$ cat config.mk
export PLATFORM = sky130hd
export DESIGN_NAME = clk_div_meas
export DESIGN_NICKNAME = d
export VERILOG_FILES = /design/src/rtl/clk_div_meas.sv
export SDC_FILE = /design/constraint.sdc
export NUM_CORES = 1
export LEC_CHECK = 0
export ABC_AREA = 0
export CELL_PAD_IN_SITES_DETAIL_PLACEMENT = 0
export CELL_PAD_IN_SITES_GLOBAL_PLACEMENT = 1
export CORE_MARGIN = 2
export CORE_UTILIZATION = 49
export DETAILED_ROUTE_END_ITERATION = 6
export HOLD_SLACK_MARGIN = 0.12
export PLACE_DENSITY_LB_ADDON = 0.1
export SYNTH_ARGS = -nofsm -noshare
export SYNTH_HDL_FRONTEND = slang
export SYNTH_SLANG_ARGS = --single-unit
$ cat constraint.sdc
create_clock -name clk_i -period 4.1 [get_ports clk_i]
set_input_delay 0.82 -clock clk_i [delete_from_list [all_inputs] [get_ports clk_i]]
set_output_delay 0.82 -clock clk_i [all_outputs]
set_load 0.005 [all_outputs]
$ cat src/rtl/clk_div_meas.sv
// clk_div_meas: measures high/low/period of div_clk_i in clk_i cycles, with stability and stop status.
// Macro CLK_DIV_MEAS_SYNC_EN selects a SYNC_STAGES-flop synchronizer instead of a single capture flop.
module clk_div_meas #(
  parameter int DIV_WIDTH = 4,
  parameter int CNT_WIDTH = DIV_WIDTH + 2,
  parameter int SYNC_STAGES = 2
) (
  input  logic                 clk_i,
  input  logic                 arst_i,
  input  logic                 div_clk_i,
  output logic [CNT_WIDTH-1:0] high_o,
  output logic [CNT_WIDTH-1:0] low_o,
  output logic [CNT_WIDTH:0]   period_o,
  output logic                 valid_o,
  output logic                 stable_o,
  output logic                 stopped_o
);
`ifdef CLK_DIV_MEAS_SYNC_EN
  localparam int NS = (SYNC_STAGES < 2) ? 2 : SYNC_STAGES;
`else
  localparam int NS = 1 + 0 * SYNC_STAGES;
`endif
  localparam logic [CNT_WIDTH-1:0] CNT_MAX = '1;
  localparam logic [CNT_WIDTH-1:0] CNT_ONE = CNT_WIDTH'(1);
  typedef enum logic [1:0] {IDLE, HIGH, LOW} state_t;
  state_t state_q, state_d;
  logic [1:0] rst_q;
  logic rst;
  logic [NS-1:0] sync_q;
  logic s, s_d_q, rise_q, fall_q;
  logic [CNT_WIDTH-1:0] cnt_q, cnt_d, hi_q, hi_d, lo_q, lo_d;
  logic pend_q, pend_d, timeout, prev_ok_q;
  logic [CNT_WIDTH-1:0] high_q, low_q;
  logic [CNT_WIDTH:0] period_q;
  logic valid_q, stable_q, stopped_q;
  // reset asserts immediately but releases on a clk_i edge
  always_ff @(posedge clk_i or posedge arst_i)
    if (arst_i) rst_q <= 2'b11;
    else rst_q <= {rst_q[0], 1'b0};
  assign rst = rst_q[1];
  assign s = sync_q[NS-1];
  always_ff @(posedge clk_i or posedge rst)
    if (rst) begin
      sync_q <= '0;
      s_d_q  <= 1'b0;
      rise_q <= 1'b0;
      fall_q <= 1'b0;
    end else begin
      sync_q <= NS'({sync_q, div_clk_i});
      s_d_q  <= s;
      rise_q <= s & ~s_d_q;
      fall_q <= ~s & s_d_q;
    end
  always_comb begin
    state_d = state_q;
    cnt_d   = cnt_q + CNT_ONE;
    hi_d    = hi_q;
    lo_d    = lo_q;
    pend_d  = 1'b0;
    timeout = 1'b0;
    if (state_q == IDLE) begin
      cnt_d   = rise_q ? CNT_ONE : '0;
      state_d = rise_q ? HIGH : IDLE;
    end else if (state_q == HIGH && fall_q) begin
      hi_d    = cnt_q;
      cnt_d   = CNT_ONE;
      state_d = LOW;
    end else if (state_q == LOW && rise_q) begin
      lo_d    = cnt_q;
      pend_d  = 1'b1;
      cnt_d   = CNT_ONE;
      state_d = HIGH;
    end else if (cnt_q == CNT_MAX) begin
      timeout = 1'b1;
      cnt_d   = '0;
      state_d = IDLE;
    end
  end
  always_ff @(posedge clk_i or posedge rst)
    if (rst) begin
      state_q   <= IDLE;
      cnt_q     <= '0;
      hi_q      <= '0;
      lo_q      <= '0;
      pend_q    <= 1'b0;
      prev_ok_q <= 1'b0;
      high_q    <= '0;
      low_q     <= '0;
      period_q  <= '0;
      valid_q   <= 1'b0;
      stable_q  <= 1'b0;
      stopped_q <= 1'b0;
    end else begin
      state_q <= state_d;
      cnt_q   <= cnt_d;
      hi_q    <= hi_d;
      lo_q    <= lo_d;
      pend_q  <= pend_d;
      valid_q <= pend_q;
      if (pend_q) begin
        high_q    <= hi_q;
        low_q     <= lo_q;
        period_q  <= {1'b0, hi_q} + {1'b0, lo_q};
        stable_q  <= prev_ok_q && hi_q == high_q && lo_q == low_q;
        stopped_q <= 1'b0;
        prev_ok_q <= 1'b1;
      end else if (timeout) begin
        stable_q  <= 1'b0;
        stopped_q <= 1'b1;
        prev_ok_q <= 1'b0;
      end
    end
  assign high_o    = high_q;
  assign low_o     = low_q;
  assign period_o  = period_q;
  assign valid_o   = valid_q;
  assign stable_o  = stable_q;
  assign stopped_o = stopped_q;
endmodule

==> results.txt <==
For the worst flop-to-flop path, the logic depth is 6. The all-layer global routing usage came out at 0.168. The maximum clock skew at final layout came out at 0.00831 ns. After clock tree synthesis, the flow added hold-fix buffers numbering 0.

The slowest stage of the critical path belongs to the cell clkdlybuf4s50_1. The floorplan die area is 5050 um^2. The run finished with clean final reports. The total overflow reported by the global router came out at 0.

The number of H-tree levels came out at 2. The final weighted congestion in routability-driven placement is 0.862. The initial core utilization came out at 0.507.

The gate count of the mapped netlist came out at 166. The worst slew margin relative to its limit came out at 0.363. The worst-case vdd ir drop is 0.000212 V. The final critical path time including I/O delays and setup is 2.05 ns. The detailed-routing iteration count for the pre-antenna-repair pass is 4. The sum of negative setup slack came out at 0 ns. The count of antenna-violating nets left after detailed routing is 0.

Grouping stages by cell kind, the critical path spends the most delay in buffers and inverters. At the placement stage, the worst setup path has a slack of 2.13 ns. The largest net degree at the start of global routing came out at 49.

The number of resized instances in the post-cts repair step is 0. The worst register-to-register path begins at hi_q[0]. The final period utilization came out at 0.501. For met3 alone, demand over resource in global routing was 0.0470. The number of failing setup endpoints in the final timing report is 0. Once placement finished, the instance area stood at 2500 um^2.

The average footprint of a synthesized cell is 13.3 um^2. The clock passes through at most 2 buffers. For this run, global-route usage on met1 was measured as 0.207. The final count of hold timing violations was 0. The clock sink count is 50. Static timing analysis puts the maximum clock frequency at 0.487 GHz. The final cell area excluding filler cells came out at 2620 um^2. The number of enable flip-flop cells after synthesis came out at 0. The total number of placement rows is 24.

The total DRC errors in the routed layout came out at 0. 0 antenna diodes ended up in the layout. The count of port buffers added during placement is 24. The final HPWL from detailed placement is 2880 um. For the worst-skew pair, the clock arrives at the later sink with an insertion delay of 0.30 ns.

In the synthesized netlist the dominant register cell turns out to be dfrtp_1. The share of flip-flops with an asynchronous set or reset is 1.00. TritonCTS built the clock tree. Setup repair after global routing left no endpoint under its margin. The number of CTS-inserted buffers is 5. The number of vias in the routed layout is 1339.

The post-CTS setup buffer count is 0. The destination of the critical timing path is low_o[0]. The relative area change from synthesis to final layout is 18.7%. The worst hold path belongs to the class reg2reg. The Yosys warning count came out at 0. The worst setup path is of the reg2out kind. The fraction of layout cells with a size suffix above 1 came out at 0.214. The netlist uses 36 different library cells.

The detailed router's first-iteration violation count is 37. The slack of the critical path came out at 2.05 ns. The final total power is 1090 uW.

The critical path's largest stage delay is 0.53 ns. The sequential fraction of the synthesis area came out at 0.568. Counting flops and latches in the post-synthesis netlist gives 50. STA classifies the critical path endpoint as a primary output.

The net count of the mapped netlist came out at 177. Clock-pin slew was measured on the worst setup and hold paths at 0.09 ns. The filler cell count in the final layout came out at 368. The first global-routing pass estimated 6510 um of wire. 25 I/O pins were placed.

Data on the critical path is required at its endpoint by 3.28 ns. The path length in cells of the critical path is 1. The startpoint class of the critical path is a register. The number of global-route vias before repair is 1368.

Across all register-to-register paths, the minimum setup slack is 2.12 ns. The data arrival time at the worst-slack endpoint came out at 1.23 ns. Hold is met by 0.365 ns. The static power due to leakage is 0.00129 uW. In this run the critical register-to-register path is captured at period_o[4]. The root buffer cell chosen for the clock tree is clkbuf_8.

The highest fanout seen on the critical path is 3. The detailed-route vias per instance is 5.40. Across the run, the number of max-cap violations was 0. The die width came out at 71.1 um.

The power per cell area came out at 418 nW/um^2. The number of nets in the layout came out at 206. The die extent in y came out at 71.1 um. The layer flagged by global routing as most heavily used is met2.

The routed wire length is 3820 um. The initial antenna violation count came out at 0. The region available for standard cell placement spans 4350 um^2. The most critical setup path has its startpoint at low_o[0]. For met2 alone, demand over resource in global routing was 0.287. The buffering stage count on the worst path with inverters included is 1.

The mapped netlist covers 2210 um^2. The critical path goes through clkdlybuf4s50_1. The slew at the pin closest to its max-slew limit came out at 0.954 ns. The count of final max-slew check failures is 0. The routed length per placed instance came out at 15.4 um.
-- cell usage in the layout (no fill, tap or decap), types with 3 or more instances in the layout --
cell              n
dfrtp_1          48
mux2_2           26
clkdlybuf4s50_1  24
xor2_1           10
xnor2_1           8
nor2_1            7
ha_1              7
inv_1             5
nor2b_1           5
a21o_1            5
clkbuf_8          5
nand2b_1          4
nand4_1           3
a211oi_1          3
nor3_1            3
-- final cells by class --
class	instances	area, um^2	area share
inverter	6	22.5	0.00860
clock inverter	3	45.0	0.0172
sequential	50	1250	0.479
tap	52	65.1	0.0249
multi-input combinational	107	915	0.349
timing repair buffer	25	248	0.0946
clock buffer	5	68.8	0.0263
-- state kept, by name, indices dropped and copies added (netlist names) --
signal     count
valid_o        1
low_o          6
cnt_q          6
prev_ok_q      1
stopped_o      1
stable_o       1
rise_q         1
s              1
period_o       7
state_q        2
hi_q           6
high_o         6
fall_q         1
lo_q           6
rst_q          2
pend_q         1
s_d_q          1
-- synthesized netlist by cell type, drive strengths merged, types with 2 or more instances --
cell type | n | area, um^2
buf | 3 | 15.0
a211oi | 3 | 22.5
o21ai | 2 | 10.0
nor2 | 7 | 26.3
xnor2 | 8 | 70.1
and3 | 2 | 17.5
dfrtp | 48 | 1200
nand4 | 3 | 18.8
ha | 7 | 87.6
o311ai | 2 | 17.5
nand2b | 4 | 25.0
nor4 | 2 | 12.5
xor2 | 10 | 87.6
mux2 | 27 | 308
nor2b | 5 | 31.3
nand2 | 2 | 7.51
inv | 6 | 22.5
a21o | 5 | 37.5
nor3 | 3 | 15.0
dfstp | 2 | 52.6
a21oi | 3 | 18.8
nand3 | 2 | 10.0
-- cell families (layout without fill, tap and decap cells) --
group / Yosys count / in the layout / synth area share
adders and majority gates: 8 / 8 / 0.0488
and+or+nand+nor: 33 / 33 / 0.0857
xor gates and xnor gates: 18 / 18 / 0.0715
buffers and inverters: 9 / 39 / 0.0170
DFF: 50 / 50 / 0.568
other: 1 / 1 / 0.00170
muxes: 27 / 27 / 0.140
AOI/OAI and AO/OA: 20 / 20 / 0.0675
-- power by group --
part           total [uW]  internal, uW  switching [uW]
clock                 341           181             159
combinational         170           103            66.4
sequential            583           540            43.3
total                1090           825             269
-- per-layer routing --
layer / share of wire / wire, um / up-vias
met5: 0 / 0 / -
met3: 0.026 / 98 / 2
li1: - / - / 638
met2: 0.52 / 1990 / 20
met4: 0.0060 / 23 / 0
met1: 0.45 / 1700 / 679
-- stage by stage --
stage / utilization / std cells
final: 0.601 / 248
after detailed placement: 0.575 / 240
after global placement: 0.575 / 240
after CTS: 0.601 / 248
after floorplan: - / 166
after global routing: 0.601 / 248
-- how the worst min path moves through the flow --
stage / from / cells past startpoint / end / slack (ns)
2_1_floorplan: rst_q[0] / 0 / rst_q[1] / 0.35
3_3_place_gp: rst_q[0] / 0 / rst_q[1] / 0.35
3_5_place_dp: rst_q[0] / 0 / rst_q[1] / 0.35
4_1_cts: rst_q[0] / 0 / rst_q[1] / 0.37
5_1_grt: rst_q[0] / 0 / rst_q[1] / 0.38
6_report: rst_q[0] / 0 / rst_q[1] / 0.37
No activity file was read; power rests on OpenSTA's default activity.
